==> src/rtl/spi_ram_pkg.sv <==
// Shared definitions for the SPI RAM command path: the 2-bit command codes carried in
// rx_data[9:8], default RAM geometry, and a saturating counter increment.
// The SPI slave imports the same package for its own command checks.
package spi_ram_pkg;

  localparam int DEF_MEM_DEPTH = 256;
  localparam int DEF_ADDR_SIZE = 8;
  localparam int DATA_W        = 8;
  localparam int CNT_W         = 16;

  typedef enum logic [1:0] {
    CMD_WR_ADDR = 2'b00,
    CMD_WR_DATA = 2'b01,
    CMD_RD_ADDR = 2'b10,
    CMD_RD_DATA = 2'b11
  } cmd_e;

  // Counters stick at all-ones instead of wrapping back to zero.
  function automatic logic [CNT_W-1:0] sat_inc(input logic [CNT_W-1:0] v);
    return (v == {CNT_W{1'b1}}) ? v : v + 1'b1;
  endfunction

endpackage

==> src/rtl/spi_ram_cmd_ctrl_if.sv <==
// Bundle between the SPI slave and the command controller.
//   din      : {cmd[1:0], payload[ADDR_SIZE-1:0]} from the slave
//   rx_valid : din qualifier (level, may stay high for several cycles)
//   err_clr  : synchronous clear of seq_err
//   dout     : read byte for MISO, tx_valid qualifies it
//   seq_err  : sticky data-without-address error
//   wr_cnt / rd_cnt : saturating transaction counters
// master = SPI slave side, slave = command controller side.
interface spi_ram_cmd_ctrl_if
  import spi_ram_pkg::*;
#(
  parameter int ADDR_SIZE = DEF_ADDR_SIZE
) ();

  logic [ADDR_SIZE+1:0] din;
  logic                 rx_valid;
  logic                 err_clr;
  logic [DATA_W-1:0]    dout;
  logic                 tx_valid;
  logic                 seq_err;
  logic [CNT_W-1:0]     wr_cnt;
  logic [CNT_W-1:0]     rd_cnt;

  modport master (
    output din, rx_valid, err_clr,
    input  dout, tx_valid, seq_err, wr_cnt, rd_cnt
  );

  modport slave (
    input  din, rx_valid, err_clr,
    output dout, tx_valid, seq_err, wr_cnt, rd_cnt
  );

endinterface

==> src/rtl/sp_ram_array.sv <==
// Single-port RAM, MEM_DEPTH x DATA_W, synchronous write and synchronous read.
//   clk   : clock
//   en    : access enable; rdata only changes on an enabled read
//   we    : 1 = write wdata to addr, 0 = read addr into rdata
//   addr  : word address
//   wdata : write data
//   rdata : registered read data, held between reads
module sp_ram_array
  import spi_ram_pkg::*;
#(
  parameter int MEM_DEPTH = DEF_MEM_DEPTH,
  parameter int ADDR_SIZE = DEF_ADDR_SIZE
) (
  input  logic                 clk,
  input  logic                 en,
  input  logic                 we,
  input  logic [ADDR_SIZE-1:0] addr,
  input  logic [DATA_W-1:0]    wdata,
  output logic [DATA_W-1:0]    rdata
);

  logic [DATA_W-1:0] mem [MEM_DEPTH];

  // NOTE: the array and its read register have no reset, so the array maps onto block
  // RAM and its contents survive rst_n; the controller masks rdata until the first read.
  always_ff @(posedge clk) begin
    if (en) begin
      if (we) mem[addr] <= wdata;
      else    rdata     <= mem[addr];
    end
  end

endmodule

==> src/rtl/spi_ram_cmd_ctrl.sv <==
// Command decoder + RAM behind the SPI slave.
//   clk, rst_n : clock, asynchronous active-low reset
//   bus        : spi_ram_cmd_ctrl_if.slave (din/rx_valid/err_clr in; dout/tx_valid/
//                seq_err/wr_cnt/rd_cnt out)
// One command is accepted per rx_valid rising edge. WR_ADDR/RD_ADDR latch an address
// and mark it valid; WR_DATA/RD_DATA access the RAM only when the matching address is
// valid, otherwise they raise the sticky seq_err. Read data appears on dout with
// tx_valid on the accepting edge and is held until the next accepted command.
module spi_ram_cmd_ctrl
  import spi_ram_pkg::*;
#(
  parameter int MEM_DEPTH = DEF_MEM_DEPTH,  // must equal 2**ADDR_SIZE
  parameter int ADDR_SIZE = DEF_ADDR_SIZE,  // equals payload width
  parameter bit AUTO_INC  = 1'b0
) (
  input  logic                clk,
  input  logic                rst_n,
  spi_ram_cmd_ctrl_if.slave   bus
);

  logic                 rx_valid_q;
  logic                 accept;
  cmd_e                 cmd;
  logic [ADDR_SIZE-1:0] payload;

  logic [ADDR_SIZE-1:0] wr_addr, rd_addr;
  logic                 wr_vld, rd_vld;
  logic                 rd_seen;  // rdata holds a real read; masks the unreset RAM register
  logic                 do_wr, do_rd, seq_bad;
  logic [DATA_W-1:0]    ram_rdata;

  assign accept  = bus.rx_valid & ~rx_valid_q;
  assign cmd     = cmd_e'(bus.din[ADDR_SIZE+1 -: 2]);
  assign payload = bus.din[ADDR_SIZE-1:0];

  assign do_wr   = accept && (cmd == CMD_WR_DATA) && wr_vld;
  assign do_rd   = accept && (cmd == CMD_RD_DATA) && rd_vld;
  assign seq_bad = accept && (((cmd == CMD_WR_DATA) && !wr_vld) ||
                              ((cmd == CMD_RD_DATA) && !rd_vld));

  // One access per accept, so a single port shared between the two address registers suffices.
  sp_ram_array #(
    .MEM_DEPTH (MEM_DEPTH),
    .ADDR_SIZE (ADDR_SIZE)
  ) u_ram (
    .clk   (clk),
    .en    (do_wr | do_rd),
    .we    (do_wr),
    .addr  (do_wr ? wr_addr : rd_addr),
    .wdata (payload[DATA_W-1:0]),
    .rdata (ram_rdata)
  );

  // rdata only reloads on a valid RD_DATA, which gives the required hold behaviour for free.
  assign bus.dout = rd_seen ? ram_rdata : '0;

  // NOTE: all state here is updated with non-blocking assignments so every register
  // sees the pre-edge values of the others, independent of statement order.
  always_ff @(posedge clk or negedge rst_n) begin
    if (!rst_n) begin
      rx_valid_q   <= 1'b0;
      wr_addr      <= '0;
      rd_addr      <= '0;
      wr_vld       <= 1'b0;
      rd_vld       <= 1'b0;
      rd_seen      <= 1'b0;
      bus.tx_valid <= 1'b0;
      bus.seq_err  <= 1'b0;
      bus.wr_cnt   <= '0;
      bus.rd_cnt   <= '0;
    end else begin
      rx_valid_q <= bus.rx_valid;

      if (accept) begin
        bus.tx_valid <= do_rd;
        unique case (cmd)
          CMD_WR_ADDR: begin
            wr_addr <= payload;
            wr_vld  <= 1'b1;
          end
          CMD_WR_DATA: begin
            if (wr_vld && AUTO_INC) wr_addr <= wr_addr + 1'b1;
          end
          CMD_RD_ADDR: begin
            rd_addr <= payload;
            rd_vld  <= 1'b1;
          end
          CMD_RD_DATA: begin
            if (rd_vld) begin
              if (AUTO_INC) rd_addr <= rd_addr + 1'b1;
              else          rd_vld  <= 1'b0;
            end
          end
          default: ;
        endcase
      end

      if (do_rd) rd_seen <= 1'b1;

      // A new error beats a simultaneous clear.
      if (seq_bad)          bus.seq_err <= 1'b1;
      else if (bus.err_clr) bus.seq_err <= 1'b0;

      if (do_wr) bus.wr_cnt <= sat_inc(bus.wr_cnt);
      if (do_rd) bus.rd_cnt <= sat_inc(bus.rd_cnt);
    end
  end

endmodule

==> src/flat_wrapper.sv <==
// flat-port wrapper written by rule: the top's interface ports become plain ports
module spi_ram_cmd_ctrl_flat import spi_ram_pkg::*;
#(
  parameter int MEM_DEPTH = DEF_MEM_DEPTH,                            
  parameter int ADDR_SIZE = DEF_ADDR_SIZE,                         
  parameter bit AUTO_INC  = 1'b0
)
  (clk, rst_n, bus_din, bus_rx_valid, bus_err_clr, bus_dout, bus_tx_valid, bus_seq_err, bus_wr_cnt, bus_rd_cnt);
  spi_ram_cmd_ctrl_if #(.ADDR_SIZE(ADDR_SIZE)) bus_i ();
  input  logic clk;
  input  logic rst_n;
  input wire logic [$bits(bus_i.din)-1:0] bus_din;
  input wire logic [$bits(bus_i.rx_valid)-1:0] bus_rx_valid;
  input wire logic [$bits(bus_i.err_clr)-1:0] bus_err_clr;
  output wire logic [$bits(bus_i.dout)-1:0] bus_dout;
  output wire logic [$bits(bus_i.tx_valid)-1:0] bus_tx_valid;
  output wire logic [$bits(bus_i.seq_err)-1:0] bus_seq_err;
  output wire logic [$bits(bus_i.wr_cnt)-1:0] bus_wr_cnt;
  output wire logic [$bits(bus_i.rd_cnt)-1:0] bus_rd_cnt;
  assign bus_i.din = bus_din;
  assign bus_i.rx_valid = bus_rx_valid;
  assign bus_i.err_clr = bus_err_clr;
  assign bus_dout = bus_i.dout;
  assign bus_tx_valid = bus_i.tx_valid;
  assign bus_seq_err = bus_i.seq_err;
  assign bus_wr_cnt = bus_i.wr_cnt;
  assign bus_rd_cnt = bus_i.rd_cnt;
  spi_ram_cmd_ctrl #(.MEM_DEPTH(MEM_DEPTH), .ADDR_SIZE(ADDR_SIZE), .AUTO_INC(AUTO_INC)) u_core (.clk(clk), .rst_n(rst_n), .bus(bus_i));
endmodule
==> config.mk <==
export PLATFORM = sky130hd
export DESIGN_NAME = spi_ram_cmd_ctrl_flat
export DESIGN_NICKNAME = d
export VERILOG_FILES = /design/src/rtl/spi_ram_pkg.sv /design/src/rtl/spi_ram_cmd_ctrl_if.sv /design/src/rtl/sp_ram_array.sv /design/src/rtl/spi_ram_cmd_ctrl.sv /design/src/flat_wrapper.sv
export SDC_FILE = /design/constraint.sdc
export NUM_CORES = 2
export LEC_CHECK = 0
export BUFFER_PORTS_ARGS = -buffer_cell sky130_fd_sc_hd__buf_4
export CAP_MARGIN = 30
export CORE_AREA = 3 3 584 586
export DETAILED_ROUTE_END_ITERATION = 12
export DIE_AREA = 0 0 587 589
export GPL_ROUTABILITY_DRIVEN = 0
export PLACE_DENSITY = 0.38
export SETUP_SLACK_MARGIN = 0.4
export SLEW_MARGIN = 20
export SYNTH_ARGS = -nofsm -noshare
export SYNTH_HDL_FRONTEND = slang
export SYNTH_SLANG_ARGS = --single-unit
==> constraint.sdc <==
create_clock -name clk -period 5.3 [get_ports clk]
set_clock_uncertainty 0.2 [all_clocks]
set_input_delay 1.06 -clock clk [delete_from_list [all_inputs] [get_ports clk]]
set_output_delay 1.06 -clock clk [all_outputs]
set_load 0.05 [all_outputs]
==> metrics.md <==
| Metric | Value |
|---|---|
| Status | `finished clean` |
| Synthesis-to-layout area growth | `20.17%` |
| Row count | `213` |
| Slew Limit Fails | `0` |
| Most frequent CP cell | `a41oi_1` |
| Worst Max-Slew Pin Slew | `1.034 ns` |
| Critical Path Source Type | `flop` |
| DR iter-0 viols | `6068` |
| Register area share after synthesis | `75.03%` |
| Post_cts resized | `0` |
| Average size of a mapped cell | `14.27 sq um` |
| Post-route DRC | `0` |
| Clock tree buffer depth | `4` |
| Core Util, Final | `30.04%` |
| Warnings, synthesis | `0` |
| Dominant cell type by area after synthesis | `edfxtp_1` |
| CP cell instances | `nor3b_2, buf_4, a21oi_4, buf_12, o21ai_0, a41oi_1, o41ai_2, a41oi_1, or4_1` |
| CP endpoint kind | `flop` |
| Worst path max stage delay | `0.82 ns` |
| Synth Register Bits | `2110` |
| CTS tree | `built` |
| Main synth FF type | `edfxtp_1` |
| Pre-Repair DR Iteration Count | `5` |
| Share of cells above drive strength 1 | `15.76%` |
| Nets | `6183` |
| Placed Cells | `10450` |
| Chip Width | `587 um` |
| Crit-path max FO | `138` |
| Core box area | `336300 sq um` |
| Slew Limit Headroom | `30.14%` |
| Sink Count | `2110` |
| PwrDens | `405.5 nW/um^2` |
| Final std cells w/o fill | `10870` |
| Vias | `56400` |
| Overflow after GRT | `0` |
| R2r setup slk | `0.65 ns` |
| H-tree depth | `4` |
| Synth top cells by count | `edfxtp_1 (2056), o21ai_0 (2015), a41oi_1 (544)` |
| Max Cap Viol | `0` |
| CP required | `5.73 ns` |
| Final period utilization | `87.73%` |
| PortBufs | `55` |
| Area contributors post-synth | `edfxtp_1 (73%), o21ai_0 (12%), a41oi_1 (5.7%)` |
| Io pins | `56` |
| Post-synth EDFFs | `2056` |
| Root buf cell | `clkbuf_16` |
| Via/cell ratio | `5.189` |
| Unrepaired setup endpoints after global routing | `false` |
| Ys async rst share | `2.559%` |
| Mapped Nets | `5907` |
| CTS Hold Buffers Added | `0` |
| Later-pin clock latency in the skew report | `0.88 ns` |
| Mapped Area | `84080 sq um` |
| Post-route minimum period | `4.650 ns` |
| Pleak | `0.02901 uW` |
| Fill count | `33760` |
| Clock-pin slew of the registers on the worst-case setup and hold paths | `0.06 ns` |
| Final Hold Violating Endpoints | `0` |
| Overall routing resource usage | `17.40%` |
| Post-route ant nets | `0` |
| Setup CP Type | `reg -> reg` |
| Synth top area share | `73.43%` |
| Largest net degree at the start of global routing | `139` |
| First-pass GRT wire length | `444.8 mm` |
| Setup violators final | `0` |
| Worst Path Arrival | `5.08 ns` |
| Die area | `345700 sq um` |
| Syn Inst Count | `5891` |
| Vias in the first global route | `55900` |
| Top-count cell post-synth | `edfxtp_1` |
| DRT Wirelength | `312.2 mm` |
| Worst VDD drop | `0.0002769 V` |
| Initial Util | `25.00%` |
| Hold Crit Class | `in -> async` |
| DP Wirelength | `181.2 mm` |
| Fmax | `215.1 MHz` |
| Number of setup buffers added after CTS | `0` |
| Distinct cells, synth | `51` |
| Routed len/inst | `28.72 um` |
| Initial antenna violation count | `19` |
| Die Ht | `589 um` |
| CTS Buf Count | `235` |
| Crit path max-delay cell type | `o41ai_2` |
## layer usage
layer | wire [um] | GRT usage [%] | part of all wire [%] | up-vias
li1 | - | - | - | 24320
met1 | 143700 | 25.33 | 46 | 29880
met2 | 145900 | 27.86 | 47 | 1874
met3 | 16620 | 1.927 | 5.3 | 329
met4 | 5911 | 3.738 | 1.9 | 2
met5 | 16 | 0 | 0.0051 | -
## kinds of logic after synthesis
family	Yosys count	synth area share [%]
simple gates	403	2.207
buf+inv	585	2.737
mux	18	0.2530
fa+ha+maj	2	0.02976
xor+xnor	30	0.3125
compound gates	2743	19.43
flops	2110	75.03
## critical path, delay by kind of cell, from the launching register on
family          cells  cell delay [ns]
compound gates      5             2.10
buf+inv             2             0.52
flops               1             0.40
simple gates        2             0.95
## stage by stage
step           setup TNS (ns)  hold slack [ns]  cell area, sq um  power (uW)  worst slack, ns
2_1_floorplan               0           0.2638             84080       21550            1.291
3_3_place_gp           -1.913           0.2664             93350       24990          -0.6099
3_5_place_dp          -0.5742           0.2874             93440       24980          -0.1717
4_1_cts                     0          0.03484            101000       41440           0.6325
5_1_grt                     0          0.08401            101000       42400           0.5333
6_report                    0          0.08182            101000       40980           0.6502
## registers in the layout (all words and copies together), names as in the netlist
signal	count
u_core.u_ram.mem	2048
u_core.rx_valid_q	1
u_core.rd_seen	1
u_core.u_ram.rdata	8
u_core.wr_addr	8
u_core.rd_addr	8
u_core.bus.wr_cnt	16
u_core.bus.rd_cnt	16
u_core.rd_vld	1
u_core.bus.seq_err	1
u_core.bus.tx_valid	1
u_core.wr_vld	1
## area by class of cell
class / instances / area, sq um / area share, %
tap: 4515 / 5649 / 5.591
clock inverter: 143 / 1508 / 1.492
multi-input combinational: 3196 / 18850 / 18.66
antenna: 5 / 12.51 / 0.01238
inverter: 10 / 37.54 / 0.03715
timing repair buffer: 614 / 5814 / 5.754
clock buffer: 277 / 6080 / 6.017
sequential: 2110 / 63090 / 62.44
## cells in the final DEF, fill, tap and decap left out, drive strengths merged, types with 19 or more instances in the layout
| cell type | netlist | final |
|---|---|---|
| clkbuf | 506 | 277 |
| nand2 | 35 | 35 |
| edfxtp | 2056 | 2056 |
| a41oi | 544 | 544 |
| o21ai | 2051 | 2051 |
| buf | 69 | 614 |
| xnor2 | 19 | 19 |
| dfrtp | 54 | 54 |
| bufinv | 0 | 27 |
| nor2 | 231 | 231 |
| o41ai | 128 | 128 |
| clkinv | 0 | 102 |
| nor3 | 43 | 43 |
## where the power goes
part           switching, uW  internal, uW
clock                   6920          9470
sequential              94.9         18400
combinational           4440          1670
total                  11500         29500
## path summary, 6_finish.rpt
kind	start	to	cells past startpoint
hold / removal	rst_n	u_core.bus.seq_err	1
setup / recovery	u_core.rx_valid_q	u_core.u_ram.rdata[4]	9
max in group asynchronous	rst_n	u_core.wr_addr[3]	1
hold reg to reg	u_core.bus.tx_valid	u_core.bus.tx_valid	1
setup reg to reg	u_core.rx_valid_q	u_core.u_ram.rdata[4]	9
min in group clk	bus_rx_valid	u_core.rx_valid_q	1
Power figures use the tool's default switching activity.
